## config.mk

```make
export PLATFORM = sky130hd
export DESIGN_NAME = dma_burst_sequencer
export DESIGN_NICKNAME = d
export VERILOG_FILES = /design/src/rtl/dma_burst_sequencer_pkg.sv /design/src/rtl/dma_burst_sequencer.sv
export SDC_FILE = /design/constraint.sdc
export NUM_CORES = 1
export LEC_CHECK = 0
export BUFFER_PORTS_ARGS = -buffer_cell sky130_fd_sc_hd__buf_2
export CORE_MARGIN = 1
export CORE_UTILIZATION = 46
export DETAILED_ROUTE_END_ITERATION = 16
export PLACE_DENSITY_LB_ADDON = 0.08
export REMOVE_ABC_BUFFERS = 1
export SYNTH_ARGS = -nofsm -noshare
export SYNTH_HDL_FRONTEND = slang
export SYNTH_SLANG_ARGS = --single-unit
```

## constraint.sdc

```tcl
create_clock -name clock -period 3.3 [get_ports clock]
set_clock_uncertainty 0.1 [all_clocks]
set_input_delay 0.33 -clock clock [delete_from_list [all_inputs] [get_ports clock]]
set_output_delay 0.33 -clock clock [all_outputs]
set_load 0.02 [all_outputs]
```

## src/rtl/dma_burst_sequencer_pkg.sv

```systemverilog
// Shared constants and state encoding for the DMA burst sequencer.
package dma_seq_pkg;

  localparam int          MEM_ENTRIES = 512;
  localparam int          BLOCK_W     = 10;
  localparam logic [31:0] WORD_BYTES  = 32'd4;

  typedef logic [2:0] state_t;

  localparam state_t ST_IDLE  = 3'd0;
  localparam state_t ST_REQ   = 3'd1;
  localparam state_t ST_BEGIN = 3'd2;
  localparam state_t ST_RDATA = 3'd3;
  localparam state_t ST_WDATA = 3'd4;
  localparam state_t ST_WEND  = 3'd5;
  localparam state_t ST_NEXT  = 3'd6;
  localparam state_t ST_ERR   = 3'd7;

endpackage

```

## src/rtl/dma_burst_sequencer.sv

```systemverilog
// Moves a block of words between the local SRAM and the system bus as a
// sequence of bursts no longer than the configured burst length.
//
// state | meaning
// IDLE  | waiting for start; all bus outputs low
// REQ   | requesting the bus, waiting for grant
// BEGIN | address/burst-size beat; SRAM read prefetch for writes
// RDATA | bus read data streamed into SRAM
// WDATA | SRAM data streamed onto the bus, stalls on slave busy
// WEND  | end-of-transaction beat after the last written word
// NEXT  | advance bus address; finish or request the next burst
// ERR   | slave error seen; bus released, done follows
module dma_burst_sequencer #(
  parameter int MEM_ENTRIES = dma_seq_pkg::MEM_ENTRIES,
  parameter int BLOCK_W     = dma_seq_pkg::BLOCK_W
) (
  input  logic                           clock,
  input  logic                           reset,
  input  logic [31:0]                    cfg_bus_addr,
  input  logic [$clog2(MEM_ENTRIES)-1:0] cfg_mem_addr,
  input  logic [BLOCK_W-1:0]             cfg_block_size,
  input  logic [7:0]                     cfg_burst_size,
  input  logic                           cfg_dir,
  input  logic                           start,
  output logic [1:0]                     status,
  output logic                           done,
  output logic [$clog2(MEM_ENTRIES)-1:0] sram_addr,
  output logic [31:0]                    sram_wdata,
  output logic                           sram_we,
  input  logic [31:0]                    sram_rdata,
  output logic                           busOut_request,
  input  logic                           busIn_grants,
  output logic                           busOut_begin_transaction,
  output logic                           busOut_end_transaction,
  output logic                           busOut_data_valid,
  output logic [31:0]                    busOut_address_data,
  output logic [7:0]                     busOut_burst_size,
  output logic                           busOut_read_n_write,
  input  logic [31:0]                    busIn_address_data,
  input  logic                           busIn_data_valid,
  input  logic                           busIn_end_transaction,
  input  logic                           busIn_busy,
  input  logic                           busIn_error
);
  import dma_seq_pkg::*;

  localparam int AW = $clog2(MEM_ENTRIES);

  state_t             state;
  logic [31:0]        bus_addr;
  logic [AW-1:0]      mem_addr;
  logic [BLOCK_W-1:0] remaining;
  logic [7:0]         burst_cfg;
  logic               dir;
  logic [8:0]         burst_words;
  logic [8:0]         beat_left;
  logic               err;
  logic               done_r;

  logic [15:0] rem_ext, max_ext, burst_len;
  logic        wr_accept;

  function automatic logic [AW-1:0] mem_inc(input logic [AW-1:0] a);
    return (a == AW'(MEM_ENTRIES - 1)) ? '0 : a + 1'b1;
  endfunction

  assign rem_ext   = 16'(remaining);
  assign max_ext   = 16'(burst_cfg) + 16'd1;
  assign burst_len = (rem_ext < max_ext) ? rem_ext : max_ext;
  assign wr_accept = (state == ST_WDATA) && !busIn_busy && !busIn_error;

  assign status = {err, state != ST_IDLE};
  assign done   = done_r;

  always_ff @(posedge clock or negedge reset) begin
    if (!reset) begin
      state       <= ST_IDLE;
      bus_addr    <= '0;
      mem_addr    <= '0;
      remaining   <= '0;
      burst_cfg   <= '0;
      dir         <= 1'b0;
      burst_words <= '0;
      beat_left   <= '0;
      err         <= 1'b0;
      done_r      <= 1'b0;
    end else begin
      done_r <= 1'b0;
      case (state)
        ST_IDLE: if (start) begin
          bus_addr  <= cfg_bus_addr;
          mem_addr  <= cfg_mem_addr;
          remaining <= cfg_block_size;
          burst_cfg <= cfg_burst_size;
          dir       <= cfg_dir;
          err       <= 1'b0;
          if (cfg_block_size == '0) done_r <= 1'b1;
          else                      state  <= ST_REQ;
        end
        ST_REQ: if (busIn_grants) state <= ST_BEGIN;
        ST_BEGIN: begin
          if (busIn_error) begin
            state <= ST_ERR;
            err   <= 1'b1;
          end else begin
            burst_words <= 9'(burst_len);
            beat_left   <= 9'(burst_len);
            state       <= dir ? ST_WDATA : ST_RDATA;
          end
        end
        ST_RDATA: begin
          if (busIn_error) begin
            state <= ST_ERR;
            err   <= 1'b1;
          end else begin
            if (busIn_data_valid) begin
              mem_addr <= mem_inc(mem_addr);
              if (remaining != '0) remaining <= remaining - 1'b1;
            end
            if (busIn_end_transaction) state <= ST_NEXT;
          end
        end
        ST_WDATA: begin
          if (busIn_error) begin
            state <= ST_ERR;
            err   <= 1'b1;
          end else if (wr_accept) begin
            mem_addr  <= mem_inc(mem_addr);
            beat_left <= beat_left - 1'b1;
            if (remaining != '0) remaining <= remaining - 1'b1;
            if (beat_left == 9'd1) state <= ST_WEND;
          end
        end
        ST_WEND: begin
          if (busIn_error) begin
            state <= ST_ERR;
            err   <= 1'b1;
          end else begin
            state <= ST_NEXT;
          end
        end
        ST_NEXT: begin
          bus_addr <= bus_addr + (32'(burst_words) * WORD_BYTES);
          if (remaining == '0) begin
            state  <= ST_IDLE;
            done_r <= 1'b1;
          end else begin
            state <= ST_REQ;
          end
        end
        ST_ERR: begin
          state  <= ST_IDLE;
          done_r <= 1'b1;
        end
        default: state <= ST_IDLE;
      endcase
    end
  end

  always_comb begin
    busOut_request           = 1'b0;
    busOut_begin_transaction = 1'b0;
    busOut_end_transaction   = 1'b0;
    busOut_data_valid        = 1'b0;
    busOut_address_data      = '0;
    busOut_burst_size        = '0;
    busOut_read_n_write      = 1'b0;
    sram_addr                = '0;
    sram_wdata               = '0;
    sram_we                  = 1'b0;
    case (state)
      ST_REQ, ST_NEXT: begin
        busOut_request = 1'b1;
        sram_addr      = mem_addr;
      end
      ST_BEGIN: begin
        busOut_request           = 1'b1;
        busOut_begin_transaction = 1'b1;
        busOut_address_data      = bus_addr;
        busOut_burst_size        = 8'(burst_len - 16'd1);
        busOut_read_n_write      = ~dir;
        sram_addr                = mem_addr;
      end
      ST_RDATA: begin
        busOut_request = 1'b1;
        sram_addr      = mem_addr;
        sram_wdata     = busIn_address_data;
        sram_we        = busIn_data_valid && !busIn_error;
      end
      ST_WDATA: begin
        busOut_request      = 1'b1;
        busOut_data_valid   = 1'b1;
        busOut_address_data = sram_rdata;
        // Point at the next word once this one is taken so its read data
        // is ready on the following cycle; otherwise re-read the current word.
        sram_addr           = wr_accept ? mem_inc(mem_addr) : mem_addr;
      end
      ST_WEND: begin
        busOut_request         = 1'b1;
        busOut_end_transaction = 1'b1;
        sram_addr              = mem_addr;
      end
      default: ;
    endcase
  end

endmodule

```

# After elaboration in Yosys (flattened, before gate mapping)
# Index checks and enable logic that the tools add are counted.
# word_totals
ff_bits,83
elab_cells,116
# op_classes
addsub,6
order_cmp,1
eq_ne,21
muxes,51
n_bitwise,2
n_reduce_logical,25
# op_table
cell,n
$pmux 32 s2,2
$mux 9,10
$mux 32,2
$mux 10,6
$pmux 9 s2,2
$add 32x11->32,1
$mux 3,10
$pmux 10 s3,1
$pmux 9 s3,1
$pmux 3 s8,1
$logic_not 10->1,2
$ne 2x2->1 const B,8
$mux 1,13
$eq 3x3->1 const B,4
$reduce_and 6->1,2
$lt 10x9->1,1
$reduce_bool 10->1,1
$sub 10x1->10 const B,1
$add 8x1->9 const B,1
$add 9x1->9 const B,1
$eq 9x1->1 const B,1
$eq 9x9->1 const B,1
$sub 9x1->9 const B,1
$mux 8,1
21 further kinds,32

# Longest topological paths before layout
# depth
depth_word,6
mapped_depth,16
mapped_depth_nobuf,13

# Worst setup path after synthesis
# No wires, ideal clock.
# synth_timing
path_kind,register to output
startpoint,register burst_cfg[2]
endpoint,output busOut_burst_size[1]
arrival_time_ns,3.546
t_required_ns,2.870
setup_slack_ns,-0.676
stages_incl_launch_ff,14
n_path_buf,2
path_cell_list,dfrtp_1 and3_1 and3_1 nand3_1 ha_1 a211o_1 a2111o_1 maj3_2 maj3_2 a21oi_2 buf_6 buf_12 nor3_1 a211oi_1
# synth_via
elab_chain_len,5
# synth_lines
item,line,rtl
start: declaration,dma_burst_sequencer.sv:53,logic [7:0] burst_cfg;
start signal: assignment,dma_burst_sequencer.sv:94,burst_cfg <= cfg_burst_size;
$add 8x1->9,dma_burst_sequencer.sv:68,assign max_ext = 16'(burst_cfg) + 16'd1;
$lt 10x9->1,dma_burst_sequencer.sv:69,assign burst_len = (rem_ext < max_ext) ? rem_ext : max_ext;
$mux 9,dma_burst_sequencer.sv:69,
$sub 8x1->8,dma_burst_sequencer.sv:180,busOut_burst_size = 8'(burst_len - 16'd1);
$mux 8,dma_burst_sequencer.sv:171,case (state)
end: declaration,dma_burst_sequencer.sv:37,"output logic [7:0] busOut_burst_size,"
# Every way passes these cells.

# Final worst setup path
# layout_timing
startpoint,register burst_cfg[2]
endpoint,output busOut_burst_size[7]
# layout_via
elab_chain_len,5
# layout_lines
item,line
$add 8x1->9 (*),dma_burst_sequencer.sv:68
$lt 10x9->1,dma_burst_sequencer.sv:69
$mux 9 (*),dma_burst_sequencer.sv:69
$sub 8x1->8 (*),dma_burst_sequencer.sv:180
$mux 8 (*),dma_burst_sequencer.sv:171
# Mark *: on every way between the ends. The rest lies on a longest branch, timed or not.

==> metrics <==
outcome=finished with violations; failing checks=negative setup slack; Final Instance Area=8010 sq um; Post-Layout Cell Count=1163; initial antenna violation count=0; Worst Setup Slack, final=-811 ps; GRT Total Usage=26.6%; FFs w/ async S/R, synth=100%; vias in the first global route=5891; CTS Sinks=83; most frequent cells in the layout=buf_2, nand2_1, dfrtp_1, nor2_1, o21ai_0; worst slew pin tran=718 ps; Avg WL per Cell=15.9 um; cells after synthesis=747; worst hold path class=input port to flip-flop; Slew Limit Headroom=52.1%; Total Power=8.21 mW; CTS tree=yes; Inst Count DP=1141; RSZ-0062 raised after global routing=true; effective utilization at floorplan=47.6%; Die Wd=117 um; die area=13600 sq um; critical path arrival=3680 ps; H-tree levels=3; Distinct cells, synth=71; CP Data Required Time=2870 ps; Sequential Area=2080 sq um; peak supply drop=638 uV; Yosys warning count=0; final hold violation count=0; footprint of the multi-input gates=3760 sq um; crit path max fanout=4; register area share after synthesis=34.3%; DRT Pass-1 Iters=5; clock-pin transition on the worst setup and hold timing paths=60 ps; share of cells above drive strength 1=33.9%; fillers=1189; core footprint=12700 sq um; fmax=243 MHz; Final Cycle Share=125%; # rows=41; DP Wirelength=13.8 mm; Die H=117 um; most common cell after layout, fill and taps aside=buf_2; Final nets=1141; final wirelength=18.5 mm; Post-DP Area=7490 sq um; clk buf depth=2; Worst-Skew Late Latency=340 ps; #FFs+latches synth=83; P per Cell Area=1030 nW/um^2; initial DRC count=453; vias=6599; antenna-violating nets left=0; Post-Syn Area=6050 sq um; critical path type=flip-flop to output port; pre-CTS WS=-541 ps; Remaining Overflow, GRT=0; leakage=4.05 nW; # port buffers=221; Tmin final=4110 ps; Num CTS Buffers=9; critical path launch point type=flip-flop; Slew Viols, Final=0; # IOs=222; largest net degree at the start of global routing=55; GP Congestion=0.865; max cap viols=0; DR DRC count=0; Post-synth top flop=dfrtp_1; Mean Syn Cell Area=8.10 sq um; Antenna Diode Count=0; first-pass GRT wire length=28.3 mm; Area Growth Syn to Fin=32.4%; number of synthesized flops with an enable pin=0; vias per inst=5.67; kind of end point of the critical path=output port; setup_tns=-8220 ps; Setup violations, final=24; CTS root buf=clkbuf_16
cells in the mapped netlist (6+ instances only):
cell,n,area (sq um)
a211oi_1,17,128
a21o_1,7,52.6
a21oi_1,41,205
a22o_1,32,280
a22oi_1,11,82.6
a311oi_1,8,70.1
and3_1,49,307
buf_1,6,22.5
clkbuf_1,33,124
dfrtp_1,83,2080
ha_1,21,263
inv_1,24,90.1
nand2_1,95,357
nand2b_1,8,50.1
nand3_1,20,100
nor2_1,76,285
nor3_1,22,110
nor3b_1,6,45.0
o21ai_0,67,335
xnor2_1,13,114
xor2_1,9,78.8
path summary, 6_finish.rpt:
check	from	to	slack (ps)	cells past startpoint
max in group asynchronous	reset	bus_addr[22]	1880	3
worst max register to register	burst_cfg[2]	beat_left[4]	-270	16
worst min register to register	bus_addr[1]	bus_addr[1]	380	2
min in group asynchronous	reset	bus_addr[12]	480	2
worst min-delay path	cfg_burst_size[0]	burst_cfg[0]	70	3
worst max-delay path	burst_cfg[2]	busOut_burst_size[7]	-810	14
worst max-delay path, cell delays in order, from the launching register on:
cell and delay, ps:
dfrtp_1 360, and3_4 180, and3_4 200, nand3_4 70, xor2_2 150, ha_2 190
a211o_1 270, a2111o_1 300, maj3_2 310, maj3_2 340, a21oi_4 220, mux2_4 340
xnor2_2 130, nor2_1 120, buf_4 160
sequential cells by signal, indices dropped and copies added (netlist names):
register,count
burst_words,9
remaining,10
mem_addr,9
done,1
bus_addr,32
dir,1
beat_left,9
burst_cfg,8
state,3
err,1
cell families after synthesis:
kind of cell	share of synthesized area, %
AND/OR/NAND/NOR	23.6
AO/OA/AOI/OAI	27.4
flip-flops	34.3
buffers and inverters	5.87
adder cells (fa/ha/maj)	5.04
XOR/XNOR	3.18
multiplexers	0.599
final cells by class:
class	instances	area share, %
clock buffer	10	2.86
inverter	24	1.12
tap	172	2.69
clock inverter	5	0.687
multi-input combinational	591	46.9
timing repair buffer	278	19.8
sequential	83	25.9
per-stage QoR:
step | utilization, % | hold WS (ps)
finish | 63.0 | 74.2
global route | 63.0 | 80.5
CTS | 62.4 | 69.4
detailed placement | 58.9 | 331
global placement | 58.9 | 325
floorplan | - | -65.6
report_power, final:
| group | switching, mW | internal [mW] |
|---|---|---|
| Sequential | 0.534 | 1.50 |
| Clock | 0.413 | 0.580 |
| Combinational | 3.00 | 2.18 |
| Total | 3.95 | 4.26 |
routing by layer:
layer / global-route usage (%) / vias to the layer above / share of wire (%)
li1: - / 3222 / -
met1: 35.4 / 3128 / 45
met2: 44.7 / 223 / 48
met3: 3.37 / 26 / 5.1
met4: 9.28 / 0 / 1.9
met5: 0 / - / 0
what timing repair did:
action | CTS | global route
pin swaps | 12 | 7
hold buffers | 1 | 0
gates resized for setup | 27 | 18
setup buffers | 6 | 1
setup endpoints to repair | 26 | 32
endpoints found under the hold margin | 52 | 0
Power figures use the tool's default switching activity.
